**config.mk**
```make
export PLATFORM = sky130hd
export DESIGN_NAME = div32_flat
export DESIGN_NICKNAME = d
export VERILOG_FILES = /design/src/rtl/div32_pkg.sv /design/src/rtl/div32_if.sv /design/src/rtl/div32_step.sv /design/src/rtl/div32.sv /design/src/flat_wrapper.sv
export SDC_FILE = /design/constraint.sdc
export NUM_CORES = 1
export LEC_CHECK = 0
export CORE_MARGIN = 1.5
export CORE_UTILIZATION = 39
export DETAILED_ROUTE_END_ITERATION = 6
export DONT_BUFFER_PORTS = 1
export GPL_ROUTABILITY_DRIVEN = 0
export PLACE_DENSITY = 0.52
export SYNTH_ARGS = -nofsm -noshare
export SYNTH_HDL_FRONTEND = slang
export SYNTH_SLANG_ARGS = --single-unit
export TNS_END_PERCENT = 50
```
**constraint.sdc**
```tcl
create_clock -name clk -period 3.2 [get_ports clk]
set_clock_uncertainty 0.1 [all_clocks]
set_input_delay 0.64 -clock clk [delete_from_list [all_inputs] [get_ports clk]]
set_output_delay 0.64 -clock clk [all_outputs]
set_load 0.01 [all_outputs]
```
**src/rtl/div32_pkg.sv**
```systemverilog
// Shared types and constants for the div32 restoring divider.
package div32_pkg;

   localparam int DIV_WIDTH = 32;

   typedef enum logic [1:0] {
      ST_IDLE = 2'd0,
      ST_RUN  = 2'd1,
      ST_FIX  = 2'd2
   } state_e;

   localparam logic [DIV_WIDTH-1:0] DIV_ZERO_QUOT = '1;
   localparam logic [DIV_WIDTH-1:0] INT_MIN       = {1'b1, {(DIV_WIDTH-1){1'b0}}};

endpackage

```
**src/rtl/div32_if.sv**
```systemverilog
// Request/result bundle between the execute stage and the divider.
interface div32_if #(parameter int WIDTH = div32_pkg::DIV_WIDTH);
   logic [WIDTH-1:0] a;
   logic [WIDTH-1:0] b;
   logic             signed_op;
   logic             valid;
   logic [WIDTH-1:0] quot;
   logic [WIDTH-1:0] rem;
   logic             ready;

   modport master (output a, b, signed_op, valid, input quot, rem, ready);
   modport slave  (input a, b, signed_op, valid, output quot, rem, ready);
endinterface

```
**src/rtl/div32_step.sv**
```systemverilog
// One combinational radix-2 restoring step: shift in a dividend bit, trial-subtract.
module div_step #(parameter int WIDTH = 32) (
   input  logic [WIDTH-1:0] r,
   input  logic             msb,
   input  logic [WIDTH-1:0] dvs,
   output logic [WIDTH-1:0] r_next,
   output logic             qbit
);
   logic [WIDTH:0] shifted;

   // shifted < 2*dvs, so the extra bit keeps the compare exact and the
   // difference always fits back into WIDTH bits.
   assign shifted = {r, msb};
   assign qbit    = (shifted >= {1'b0, dvs});
   assign r_next  = qbit ? (shifted[WIDTH-1:0] - dvs) : shifted[WIDTH-1:0];
endmodule

```
**src/rtl/div32.sv**
```systemverilog
// Iterative restoring divider (DIV/DIVU/REM/REMU), one quotient bit per clock.
// Signed support is built only when DIV32_SIGNED_EN is defined.
//
// state   | meaning
// IDLE    | waiting for valid; special cases finish here directly
// RUN     | one restoring step per edge, WIDTH steps
// FIX     | sign fixup, write quot/rem, pulse ready
module div32
   import div32_pkg::*;
#(
   parameter int WIDTH = DIV_WIDTH
) (
   input logic     clk,
   input logic     resetn,
   div32_if.slave  s
);
   localparam int CW = $clog2(WIDTH) + 1;

   state_e           state_q, state_d;
   logic             accept, special, ovf, last_step;
   logic [WIDTH-1:0] a_mag, b_mag;
   logic [WIDTH-1:0] r_q, dvd_q, dvs_q, quot_q, rem_q;
   logic [WIDTH-1:0] r_next;
   logic             qbit;
   logic [CW-1:0]    cnt_q;
   logic             ready_q;

`ifdef DIV32_SIGNED_EN
   logic sgn, qneg_q, rneg_q;
   assign sgn   = s.signed_op;
   assign ovf   = sgn && (s.a == INT_MIN) && (s.b == DIV_ZERO_QUOT);
   assign a_mag = (sgn && s.a[WIDTH-1]) ? -s.a : s.a;
   assign b_mag = (sgn && s.b[WIDTH-1]) ? -s.b : s.b;
`else
   logic unused_signed;
   assign unused_signed = s.signed_op;
   assign ovf   = 1'b0;
   assign a_mag = s.a;
   assign b_mag = s.b;
`endif

   assign special   = (s.b == '0) || ovf;
   assign last_step = (cnt_q == CW'(WIDTH - 1));

   div_step #(.WIDTH(WIDTH)) u_step (
      .r      (r_q),
      .msb    (dvd_q[WIDTH-1]),
      .dvs    (dvs_q),
      .r_next (r_next),
      .qbit   (qbit)
   );

   always_ff @(posedge clk) begin
      if (!resetn) state_q <= ST_IDLE;
      else         state_q <= state_d;
   end

   always_comb begin
      state_d = state_q;
      accept  = 1'b0;
      unique case (state_q)
         ST_IDLE: if (s.valid) begin
            accept = 1'b1;
            if (!special) state_d = ST_RUN;
         end
         ST_RUN:  if (last_step) state_d = ST_FIX;
         ST_FIX:  state_d = ST_IDLE;
         default: state_d = ST_IDLE;
      endcase
   end

   always_ff @(posedge clk) begin
      if (!resetn) begin
         r_q     <= '0;
         dvd_q   <= '0;
         dvs_q   <= '0;
         cnt_q   <= '0;
         quot_q  <= '0;
         rem_q   <= '0;
         ready_q <= 1'b0;
`ifdef DIV32_SIGNED_EN
         qneg_q  <= 1'b0;
         rneg_q  <= 1'b0;
`endif
      end else begin
         ready_q <= 1'b0;
         if (accept) begin
            if (s.b == '0) begin
               quot_q  <= DIV_ZERO_QUOT;
               rem_q   <= s.a;
               ready_q <= 1'b1;
            end else if (ovf) begin
               quot_q  <= INT_MIN;
               rem_q   <= '0;
               ready_q <= 1'b1;
            end else begin
               dvd_q <= a_mag;
               dvs_q <= b_mag;
               r_q   <= '0;
               cnt_q <= '0;
`ifdef DIV32_SIGNED_EN
               qneg_q <= sgn & (s.a[WIDTH-1] ^ s.b[WIDTH-1]);
               rneg_q <= sgn & s.a[WIDTH-1];
`endif
            end
         end else if (state_q == ST_RUN) begin
            // dividend register doubles as the quotient shift register
            r_q   <= r_next;
            dvd_q <= {dvd_q[WIDTH-2:0], qbit};
            cnt_q <= cnt_q + 1'b1;
         end else if (state_q == ST_FIX) begin
`ifdef DIV32_SIGNED_EN
            quot_q <= qneg_q ? -dvd_q : dvd_q;
            rem_q  <= rneg_q ? -r_q : r_q;
`else
            quot_q <= dvd_q;
            rem_q  <= r_q;
`endif
            ready_q <= 1'b1;
         end
      end
   end

   assign s.quot  = quot_q;
   assign s.rem   = rem_q;
   assign s.ready = ready_q;

endmodule

```
**src/flat_wrapper.sv**
```systemverilog
// flat-port wrapper written by rule: the top's interface ports become plain ports
module div32_flat import div32_pkg::*;
#(
   parameter int WIDTH = DIV_WIDTH
)
  (clk, resetn, s_a, s_b, s_signed_op, s_valid, s_quot, s_rem, s_ready);
  div32_if #(.WIDTH(WIDTH)) s_i ();
  input logic clk;
  input logic resetn;
  input wire logic [$bits(s_i.a)-1:0] s_a;
  input wire logic [$bits(s_i.b)-1:0] s_b;
  input wire logic [$bits(s_i.signed_op)-1:0] s_signed_op;
  input wire logic [$bits(s_i.valid)-1:0] s_valid;
  output wire logic [$bits(s_i.quot)-1:0] s_quot;
  output wire logic [$bits(s_i.rem)-1:0] s_rem;
  output wire logic [$bits(s_i.ready)-1:0] s_ready;
  assign s_i.a = s_a;
  assign s_i.b = s_b;
  assign s_i.signed_op = s_signed_op;
  assign s_i.valid = s_valid;
  assign s_quot = s_i.quot;
  assign s_rem = s_i.rem;
  assign s_ready = s_i.ready;
  div32 #(.WIDTH(WIDTH)) u_core (.clk(clk), .resetn(resetn), .s(s_i));
endmodule
```
==> run summary <==
Worst Setup End Kind: register
Grt total ovfl: 0
RR Startpoint: u_core.r_q[8]$_SDFFE_PN0P_
Reg2reg end: u_core.r_q[27]$_SDFFE_PN0P_
Max Root-Sink Buffers: 2
DP Area: 9064 um2
Syn_nets: 1089
Synth unique cells: 68
CP arrival: 3240 ps
Row count: 54
Hold Vio Cnt, Final: 0
DR pass1 iterations: 5
Setup-failing EPs final: 0
Fmax: 329.7 MHz
Hold_buf cts: 0
Initial DRC count: 438
Async SR Flop Fraction: 0
Total CTS buffers: 17
Hold path endpoint: u_core.s.rem[25]$_SDFFE_PN0P_
Status: finished, final reports clean
Yosys reg bits: 169
Drt drc: 0
Hold Crit Start: resetn
Fin nets: 1063
CTS tree: built
Total power: 9310 uW
Worst slew pin tran: 870.1 ps
Number of max-cap violations: 0
Die Ht: 152.6 um
WS Path Type: register to register
Die W: 152.6 um
Unrepaired setup endpoints after global routing: no
Final worst-path cycle share: 0.9479
Clock slew at reported path FFs: 70 ps
Warnings, synthesis: 0
WL per Instance: 18.30 um
Synth area leaders: dfxtp_1 39%, o211a_1 7.2%, a21oi_1 6.3%
Critical Path Source Type: register
Worst endpoint required time: 3410 ps
Die area: 23280 um2
Cell Area, Synth: 8725 um2
Slew headroom: 0.4199
Placed wire-length estimate: 16320 um
Synth Instances: 987
Final Routed Wirelength: 22930 um
VDD IR max: 0.0004133 V
Slew Limit Fails: 0
First-pass GRT wire length: 36920 um
Yosys top cell area share: 0.3878
Clock sink count: 169
Cells on worst reg2reg path: 10
Worst R2R Setup Slack: 170 ps
Largest net degree at the start of global routing: 135
Syn_area_per_cell: 8.840 um2
Final worst path period need: 3033 ps
Final ANT Viol Nets: 0
Total number of vias: 6975
Vias per std cell: 5.567
H-tree depth: 4
Setup bufs post-CTS: 0
Initial antenna violation count: 0
Primary FF master, synth: dfxtp_1
Post-synth EDFFs: 0
Cell area after layout: 9651 um2
Pleak: 0.004514 uW
Sequential fraction of the synthesis area: 0.3878
N_diodes: 0
Area Growth Syn to Fin: 10.61%
Clock Latency Late Sink: 420 ps
Finished Core Util: 0.4408
CTS resizes: 0
Pwr per Cell Area: 964.8 nW/um2
Global Route Usage Sum: 0.1957
Vias in the first global route: 6597
Hold Crit Depth: 1
Post-synth top area cell: dfxtp_1
Max FO, Critical Path: 5
I/O Pins: 133
Fraction of layout cells with a size suffix above 1: 0.1172
Clk root buf: clkbuf_16
Hold Crit Class: primary input to register
PortBufs: 0
CORE AREA: 21890 um2
Setup tns final: 0 ps
Starting Density: 0.3985
==> through the flow <==
stage	std cells	worst slack [ps]	hold slack, ps
after global routing	1253	17.60	231.1
final	1253	166.6	251.1
after floorplan	987	565.1	329.4
after global placement	1222	252.2	353.7
after CTS	1253	193.1	232.1
after detailed placement	1222	209.4	351.8
==> flip-flops by register name, summed over array words and instances (netlist names) <==
signal / cells
u_core.dvs_q: 32
u_core.s.rem: 32
u_core.r_q: 32
u_core.cnt_q: 6
u_core.s.quot: 32
u_core.dvd_q: 32
u_core.state_q: 2
u_core.s.ready: 1
==> worst max-delay path by stage <==
stage          slack, ps                     endpoint                          start
2_1_floorplan        570  u_core.r_q[27]$_SDFFE_PN0P_   u_core.dvs_q[9]$_SDFFE_PN0P_
6_report             170  u_core.r_q[27]$_SDFFE_PN0P_     u_core.r_q[8]$_SDFFE_PN0P_
3_5_place_dp         210  u_core.r_q[27]$_SDFFE_PN0P_     u_core.r_q[8]$_SDFFE_PN0P_
5_1_grt               20  u_core.r_q[31]$_SDFFE_PN0P_  u_core.dvs_q[10]$_SDFFE_PN0P_
3_3_place_gp         250  u_core.r_q[27]$_SDFFE_PN0P_   u_core.dvs_q[7]$_SDFFE_PN0P_
4_1_cts              190  u_core.r_q[27]$_SDFFE_PN0P_     u_core.r_q[8]$_SDFFE_PN0P_
==> cells in the mapped netlist, types with 13 or more instances <==
| library cell | instances |
|---|---|
| clkbuf_1 | 50 |
| a21oi_1 | 109 |
| o21ai_1 | 33 |
| dfxtp_1 | 169 |
| nand4_1 | 14 |
| o221a_2 | 32 |
| o211a_1 | 63 |
| ha_1 | 33 |
| nor2b_1 | 37 |
| mux2i_1 | 37 |
| nand2_1 | 113 |
| a21o_1 | 19 |
| nor2_1 | 36 |
| xnor2_1 | 14 |
| and2_1 | 34 |
| o21ai_0 | 13 |
| xor2_1 | 14 |
| inv_1 | 37 |
==> cells by family after synthesis <==
| logic type | synth area share |
|---|---|
| AOI/OAI and AO/OA | 0.2748 |
| xor gates and xnor gates | 0.02811 |
| adders and majority gates | 0.04962 |
| buffers and inverters | 0.04948 |
| DFF | 0.3878 |
| muxes | 0.04245 |
| and+or+nand+nor | 0.1678 |
==> worst max-delay path, cell delays in order, from the launching register on <==
cell      delay [ps]
dfxtp_1          460
ha_1             340
and3_1           230
and4_4           200
a21boi_4         150
o311ai_4         350
o21ai_2          140
a311oi_2         430
mux2i_1          170
nor4_2           280
o21ai_1           80
==> per-layer routing <==
layer  GRT usage  vias to the layer above  wire, um  part of all wire
met4     0.04716                        0       257             0.011
li1            -                     3516         -                 -
met3     0.04124                       18      1208             0.053
met1      0.3056                     3249     12360              0.54
met5           0                        -         0                 0
met2      0.2690                      192      9102              0.40
==> report_power, final <==
part,switching [uW],internal (uW),total (uW)
Clock,977,1110,2080
Combinational,2500,2020,4520
Sequential,337,2370,2710
==> layout by cell type, fill, tap and decap left out, types with 4 or more instances in the layout <==
| cell | netlist | final |
|---|---|---|
| o21ai_0 | 13 | 13 |
| a32oi_1 | 11 | 11 |
| a21oi_1 | 109 | 109 |
| mux2i_1 | 37 | 37 |
| dfxtp_1 | 169 | 169 |
| xor2_1 | 14 | 14 |
| o211a_1 | 63 | 63 |
| buf_4 | 0 | 23 |
| and2_1 | 34 | 34 |
| ha_1 | 33 | 33 |
| nor2_1 | 36 | 35 |
| o21ai_1 | 33 | 32 |
| nand2_1 | 113 | 112 |
| o221a_2 | 32 | 32 |
| nand2b_1 | 8 | 8 |
| clkbuf_16 | 0 | 17 |
| clkinvlp_4 | 0 | 4 |
| nand3_1 | 11 | 11 |
| a21o_1 | 19 | 19 |
| buf_12 | 0 | 4 |
| nor4_1 | 10 | 10 |
| inv_1 | 37 | 37 |
| nor2b_1 | 37 | 36 |
| a31oi_1 | 4 | 4 |
| and3_1 | 6 | 6 |
| nand4_1 | 14 | 14 |
| xnor2_1 | 14 | 14 |
==> layout make-up <==
type	count	area, um2
clock inverters	14	161.4
repair buffers	27	252.7
inverters	37	138.9
flip-flops and latches	169	3383
fillers	2217	12240
clock buffers	17	425.4
well taps	280	350.3
multi-input cells	709	4938
Power figures use the tool's default switching activity.
